<file path="src/rtl/key_scan.sv">
// 4x4 matrix keypad scanner: walks an active-low column, debounces whole scan
// frames and latches the first new key press as a CPU-readable event.
module key_scan #(
  parameter int FREQ     = 100,
  parameter int DEBOUNCE = 2
) (
  input  logic        kpd_clk,
  input  logic        kpd_rst,
  output logic [3:0]  kpd_col,
  input  logic [3:0]  kpd_row,
  input  logic [31:0] kpd_addr,
  input  logic        kpd_re,
  output logic [31:0] kpd_rdata,
  output logic        kpd_irq
);

  logic [3:0]  r_sync1;
  logic [3:0]  r_sync2;
  logic [1:0]  r_idx;
  logic [15:0] r_cnt;
  logic [15:0] r_frame;
  logic [15:0] r_prev;
  logic [15:0] r_deb;
  logic [3:0]  r_stable;
  logic [3:0]  r_code;
  logic        r_valid;
  logic        r_ovf;
  logic [31:0] r_rdata;

  logic        w_sample;
  logic        w_frameDone;
  logic        w_same;
  logic [4:0]  w_stableInc;
  logic        w_debUpdate;
  logic [15:0] w_frameNext;
  logic [15:0] w_newKeys;
  logic [3:0]  w_newIdx;
  logic        w_event;
  logic        w_statusRead;
  logic        w_unusedAddr;

  assign w_unusedAddr = ^{kpd_addr[31:3], kpd_addr[1:0]};

  assign w_sample     = (r_cnt == 16'd0);
  assign w_frameDone  = w_sample && (r_idx == 2'd3);
  assign w_same       = (w_frameNext == r_prev);
  assign w_stableInc  = {1'b0, r_stable} + 5'd1;
  assign w_debUpdate  = w_frameDone &&
                        ((DEBOUNCE == 1) || (w_same && (w_stableInc >= 5'(DEBOUNCE - 1))));
  assign w_newKeys    = w_frameNext & ~r_deb;
  assign w_event      = w_debUpdate && (|w_newKeys);
  assign w_statusRead = kpd_re && !kpd_addr[2];

  // Frame as it will look after this edge's column sample is merged in.
  always_comb begin
    w_frameNext = r_frame;
    w_frameNext[{r_idx, 2'b00} +: 4] = ~r_sync2;
  end

  // Lowest-numbered newly pressed key wins.
  always_comb begin
    w_newIdx = 4'd0;
    for (int k = 15; k >= 0; k--) begin
      if (w_newKeys[k]) w_newIdx = 4'(k);
    end
  end

  always_ff @(posedge kpd_clk) begin
    if (kpd_rst) begin
      r_sync1 <= 4'd0;
      r_sync2 <= 4'd0;
      r_idx   <= 2'd0;
      r_cnt   <= 16'(FREQ);
      r_frame <= 16'd0;
    end else begin
      r_sync1 <= kpd_row;
      r_sync2 <= r_sync1;
      if (w_sample) begin
        r_frame <= w_frameNext;
        r_idx   <= r_idx + 2'd1;
        r_cnt   <= 16'(FREQ);
      end else begin
        r_cnt <= r_cnt - 16'd1;
      end
    end
  end

  always_ff @(posedge kpd_clk) begin
    if (kpd_rst) begin
      r_prev   <= 16'd0;
      r_stable <= 4'd0;
      r_deb    <= 16'd0;
    end else begin
      if (w_frameDone) begin
        r_prev <= w_frameNext;
        if (!w_same) begin
          r_stable <= 4'd0;
        end else if (r_stable != 4'hF) begin
          r_stable <= r_stable + 4'd1;
        end
      end
      if (w_debUpdate) r_deb <= w_frameNext;
    end
  end

  // A STATUS read consumes the pending event, so a colliding event is latched fresh.
  always_ff @(posedge kpd_clk) begin
    if (kpd_rst) begin
      r_rdata <= 32'd0;
      r_code  <= 4'd0;
      r_valid <= 1'b0;
      r_ovf   <= 1'b0;
    end else begin
      if (kpd_re) begin
        r_rdata <= kpd_addr[2] ? {16'd0, r_deb} : {24'd0, r_code, 2'b00, r_ovf, r_valid};
      end
      if (w_statusRead) begin
        r_valid <= 1'b0;
        r_ovf   <= 1'b0;
      end
      if (w_event) begin
        if (r_valid && !w_statusRead) begin
          r_ovf <= 1'b1;
        end else begin
          r_code  <= w_newIdx;
          r_valid <= 1'b1;
          r_ovf   <= 1'b0;
        end
      end
    end
  end

  assign kpd_col   = ~(4'b0001 << r_idx);
  assign kpd_rdata = r_rdata;
  assign kpd_irq   = r_valid;

endmodule

</file>
<file path="config.mk">
export PLATFORM = sky130hd
export DESIGN_NAME = key_scan
export DESIGN_NICKNAME = d
export VERILOG_FILES = /design/src/rtl/key_scan.sv
export SDC_FILE = /design/constraint.sdc
export NUM_CORES = 1
export LEC_CHECK = 0
export ABC_AREA = 1
export CAP_MARGIN = 15
export CORE_ASPECT_RATIO = 1.5
export CORE_MARGIN = 4
export CORE_UTILIZATION = 54
export DETAILED_ROUTE_END_ITERATION = 6
export PLACE_DENSITY = 0.78
export SLEW_MARGIN = 20
export SYNTH_ARGS = -nofsm -noshare
export SYNTH_HDL_FRONTEND = slang
export SYNTH_SLANG_ARGS = --single-unit
</file>
<file path="constraint.sdc">
create_clock -name kpd_clk -period 3.7 [get_ports kpd_clk]
set_clock_uncertainty 0.2 [all_clocks]
set_input_delay 0.555 -clock kpd_clk [delete_from_list [all_inputs] [get_ports kpd_clk]]
set_output_delay 0.555 -clock kpd_clk [all_outputs]
set_load 0.05 [all_outputs]
</file>
# Yosys cells after proc, flatten, opt, wreduce, memory -nomap -nowiden
# Index checks and enable logic that the tools add are counted.
[classes] mul=0 n_shift=3 muxes=26 eq_ne=4 order_cmp=1 add_sub_neg=5 n_reduce_logical=14 bitwise_logic=5 div=0
[ops] operator="4-bit 2-to-1 mux" count=18
[ops] operator="16-bit bitwise AND" count=1
[ops] operator="16-bit bitwise mux" count=1
[ops] operator="16-bit equality test" count=1
[ops] operator="16-bit zero test" count=1
[ops] operator="16-bit 2-to-1 mux" count=1
[ops] operator="16-bit NOT" count=1
[ops] operator="16-bit OR reduction" count=1
[ops] operator="4-bit by 6-bit variable shift with 16-bit output (first input constant)" count=1
[ops] operator="4-bit by 6-bit variable part select with 16-bit output" count=1
[ops] operator="16-bit by 1-bit subtractor with 16-bit output (second input constant)" count=1
[ops] operator="4-bit NOT" count=2
[ops] operator="1-bit logical AND" count=6
[ops] operator="1-bit 2-to-1 mux" count=6
[ops] operator="4-bit negator with 6-bit output" count=1
[ops] operator="4-bit by 1-bit adder with 5-bit output (second input constant)" count=1
[ops] operator="5-bit by 1-bit greater-or-equal comparator with 1-bit output (second input constant)" count=1
[ops] operator="4-bit by 1-bit adder with 4-bit output (second input constant)" count=1
[ops] operator="4-bit inequality test (second input constant)" count=1
[ops] operator="2-bit AND reduction" count=2
[ops] operator="1-bit by 2-bit << shifter with 4-bit output (first input constant)" count=1
[ops] operator="2-bit by 1-bit adder with 2-bit output (second input constant)" count=1
[ops] operator="2-bit equality test (second input constant)" count=1
[ops] operator="1-bit zero test" count=2
[ops] operator="4 further kinds" count=4
[totals] elab_cells=70 reg_bits=116 in_bits=39 romBits=0 n_memories=0 latch_bits=0 mem_bits_rw=0 output_inout_bits=37

# Logic depth before layout (Yosys ltp)
[depth] word_depth=20 depth_mapped=23

# Worst setup path before layout
# Ideal clock, no wire load.
[synth_path] path_type="register to register" from="register r_idx[0]" to="register r_deb[6]" setup_slack_ps=890 synth_period_minus_slack_ps=2810 path_stages_with_launch=18 arrival_ps=2492 n_path_buf=2 cell_sequence="dfxtp_1 -> buf_2 -> inv_2 -> ha_1 -> inv_2 -> nand2_1 -> nor2_1 -> nand2_1 -> nand2_1 -> xnor2_1 -> nand4_1 -> nor2_1 -> nand2_2 -> nor2_4 -> nand2_2 -> buf_6 -> o21ai_1 -> a21oi_2"
[synth_between] elab_chain_len=6
[synth_lines] item="from (decl)" line_no="19" text="logic [1:0] r_idx;"
[synth_lines] item="from (signal assigned)" line_no="80" text="r_idx <= r_idx + 2'd1;"
[synth_lines] item="4-bit negator with 6-bit output" line_no="57" text="w_frameNext[{r_idx, 2'b00} +: 4] = ~r_sync2;"
[synth_lines] item="4-bit by 6-bit variable part select with 16-bit output / 4-bit by 6-bit variable shift with 16-bit output (equally long branches)" line_no="57"
[synth_lines] item="16-bit bitwise mux" line_no="57"
[synth_lines] item="16-bit equality test" line_no="46" text="assign w_same = (w_frameNext == r_prev);"
[synth_lines] item="1-bit logical AND" line_no="49" text="((DEBOUNCE == 1) || (w_same && (w_stableInc >= 5'(DEBOUNCE - 1))));"
[synth_lines] item="1-bit logical AND" line_no="48" text="assign w_debUpdate = w_frameDone &&"
[synth_lines] item="to (signal assigned)" line_no="102" text="if (w_debUpdate) r_deb <= w_frameNext;"
[synth_lines] item="to (decl)" line_no="23" text="logic [15:0] r_deb;"
# Parallel ways exist; a longest one is shown, timed or not.
# A chain may end at the register's enable or synchronous reset.

# Worst setup path in the final report
[layout_path] from="register r_idx[1]" to="register r_deb[3]"
# Same word-level chain as after synthesis.

==> results.cfg <==
[logic_synthesis]
synth_adder_area_share_pct = 2.105
synth_xor_xnor_area_share_pct = 3.683
synth_simple_gate_area_share_pct = 21.28
combinational_family_with_the_most_area_after_synthesis = simple AND/OR/NAND/NOR gates
ys_types = 40
synth.yosys.seq_area_share_pct = 42.09
synthesis.instances = 639
syn-cell-area_mm2 = 0.004756
compound_gate_portion_of_the_synthesized_area_pct = 19.13
synth-warning-count = 0
synth.avg_cell_area_um2 = 7.443
ys_ff_latch = 100
post_synth_mux_area_share_pct = 0

[pwr]
power.leakage_nw = 2.165
netSwitchingPower_w = 0.0005272
power.density_mw_per_mm2 = 419.0
clock_power_share_pct = 43.2
internal_power_w = 0.001729
combinationalPowerShare_pct = 7.7
power.switching_fraction_pct = 23.37
sequential_cell_fraction_of_total_power_pct = 49.1
power.ir.vdd_worst_uv = 302.1

[final_layout]
fill_cells = 772
layout.cells.non_filler = 776
num-nets-final = 712
finish.utilization_pct = 63.24
diodes = 0
post_route_cells_drive_above_1_share_pct = 8.520
syn_to_final_growth_pct = 13.23
final_cell_area_mm2 = 0.005385
most_used_cells_in_the_layout_excluding_fill_and_tap_cells = 113 x sky130_fd_sc_hd__nand2_1, 100 x sky130_fd_sc_hd__dfxtp_1, 84 x sky130_fd_sc_hd__inv_1, 57 x sky130_fd_sc_hd__nor2_1, 55 x sky130_fd_sc_hd__o21ai_0
layout_commonest_cell = sky130_fd_sc_hd__nand2_1

[run]
maxCapViolCount = 0

[drt]
avgViaCountPerCell = 5.345
detail_route.iter0.violations = 221
maxUsedRoutingLayer = met4
vias = 4148
number_of_design_rule_violations_left_after_detail_routing = 0
detailroute.wirelength.met3_um = 362
route.met2.wl_um = 5471
wl_met1_um = 4180
postRouteWirelength_um = 10410
detail-route-antenna-nets = 0
detail_route.first_pass.iterations = 6
drt-wirelength-per-cell_um = 13.41

[floorplan]
core_mm2 = 0.008516
initial_core_util_pct = 55.85
die_w_um = 84.63
die_height_um = 122.9
floorplan.die_area_mm2 = 0.01040
floorplan.rows = 41
io_pins = 76

[placement]
dp_cells = 761
portBuffers = 28
dp_worst_setup_slack_ns = 0.6896
gp_congestion = 0.9435
dp.final_hpwl_um = 7695
dpl_cell_area_mm2 = 0.005079

[timing]
timing.final.crit_period_ns = 3.116
hold_violations = 0
rsz0062_at_grt = no
tightestPinTransition_ns = 0.5805
slew_headroom_pct = 60.89
slew_violations = 0
post_route_setup_tns_ns = 0
finalSetupViolations = 0
min_period_over_period_pct = 84.23
postLayoutSetupSlackWorst_ns = 0.5836
max_freq_mhz = 320.9

[global_routing]
grt_max_degree = 35
grt_pass1_vias = 3895
remaining_overflow_grt = 0
grt_first_pass_wirelength_um = 17340
antenna_found_initial = 0
grt_usage_pct = 20.73

[clocking]
post_cts_hold_buffers = 0
clock_sinks = 100
cts-htree-levels = 3
ctsLongestPathBuffers = 2
clock_buffer_count_from_cts = 9
tritoncts = yes
worst_skew_pair.late_latency_ns = 0.34
clk_pin_slew_ns = 0.07
ctsResizeCount = 0
clk_root_buffer_cell = sky130_fd_sc_hd__clkbuf_16
postCtsSetupRepairBufs = 0

[run_status]
status = finished clean

[critical_path]
worst-endpoint-arrival_ns = 3.13
worstPathRequired_ns = 3.72
crit_path_category = flip-flop to flip-flop
worst-path-max-fanout = 15
startpoint_type = flip-flop
end_kind = flip-flop

[hold_path]
type_of_the_most_critical_hold_path = flip-flop to flip-flop
[cells in the mapped netlist, drive strengths merged]
library cell | number | area, um^2
nand2 | 116 | 447.9
dfxtp | 100 | 2002
inv | 90 | 337.8
o21ai | 70 | 365.3
a21oi | 64 | 357.8
nor2 | 60 | 237.7
nand3 | 20 | 110.1
buf | 19 | 147.6
clkbuf | 18 | 67.56
nor3 | 14 | 92.59
xor2 | 13 | 113.9
o211ai | 12 | 90.09
nand4 | 11 | 90.08
ha | 8 | 100.1
xnor2 | 7 | 61.31
a31oi | 4 | 25.02
o22ai | 4 | 31.28
a221oi | 2 | 17.52
nor4 | 2 | 27.53
a211oi | 1 | 7.510
a21o | 1 | 7.510
and3 | 1 | 6.260
conb | 1 | 3.750
o31ai | 1 | 7.510
[flip-flops by register name, summed over array words and instances (netlist names)]
name       flops
r_ovf          1
r_code         4
kpd_rdata     16
r_prev        16
r_cnt         16
r_idx          2
r_frame       16
kpd_irq        1
r_sync2        4
r_stable       4
r_sync1        4
r_deb         16
[critical path: stages, from the launching register on]
cell                      delay, ns
sky130_fd_sc_hd__dfxtp_1       0.37
sky130_fd_sc_hd__inv_1         0.10
sky130_fd_sc_hd__ha_1          0.42
sky130_fd_sc_hd__nand2_1       0.16
sky130_fd_sc_hd__inv_2         0.08
sky130_fd_sc_hd__nand3_1       0.08
sky130_fd_sc_hd__o21ai_0       0.25
sky130_fd_sc_hd__xnor2_1       0.21
sky130_fd_sc_hd__nand4_1       0.15
sky130_fd_sc_hd__nor2_1        0.14
sky130_fd_sc_hd__nand2_2       0.13
sky130_fd_sc_hd__nor2_4        0.17
sky130_fd_sc_hd__nand2_2       0.21
sky130_fd_sc_hd__o21ai_0       0.26
sky130_fd_sc_hd__a21oi_1       0.06
[final cells by class]
cell class	instances	area (um^2)	area share, %
clock inverters	5	77.57	1.441
clock buffers	10	229.0	4.252
repair buffers	37	347.8	6.459
inverters	90	337.8	6.273
multi-input cells	427	2257	41.91
flip-flops and latches	100	2002	37.17
well taps	107	133.9	2.486
[power by group through the flow]
stage / logic (W) / clock network [W] / registers (W)
finish: 0.000174 / 0.000974 / 0.00111
global route: 0.000188 / 0.00103 / 0.00111
CTS: 0.000174 / 0.000995 / 0.00111
detailed placement: 0.000173 / 0 / 0.00113
global placement: 0.000170 / 0 / 0.00113
floorplan: 0.000117 / 0 / 0.00116
[cell families (layout without fill, tap and decap cells)]
family / after synthesis / count (layout)
compound gates: 159 / 159
xor+xnor: 20 / 20
other cells: 1 / 16
flops: 100 / 100
fa+ha+maj: 8 / 8
buf+inv: 127 / 142
simple gates: 224 / 224
[metrics by stage]
step / total power [W] / hold slack [ns]
3_3_place_gp: 0.001301 / 0.1947
3_5_place_dp: 0.001306 / 0.1955
4_1_cts: 0.002278 / 0.2045
2_1_floorplan: 0.001276 / 0.1883
5_1_grt: 0.002330 / 0.2137
6_report: 0.002256 / 0.2011
[layer usage]
| layer | global-route usage (%) | vias to the layer above |
|---|---|---|
| met5 | 0 | - |
| met4 | 11.39 | 0 |
| met3 | 3.133 | 29 |
| met2 | 38.82 | 101 |
| met1 | 22.00 | 1912 |
| li1 | - | 2106 |
[path summary, 6_finish.rpt]
kind	from	endpoint	slack [ns]	depth (start not counted)
worst min register to register	r_sync1[3]	r_sync2[3]	0.20	2
worst max register to register	r_idx[1]	r_deb[3]	0.58	14
worst max-delay path	r_idx[1]	r_deb[3]	0.58	14
worst min-delay path	r_sync1[3]	r_sync2[3]	0.20	2
Note: power is estimated with default switching activity, not from simulation.
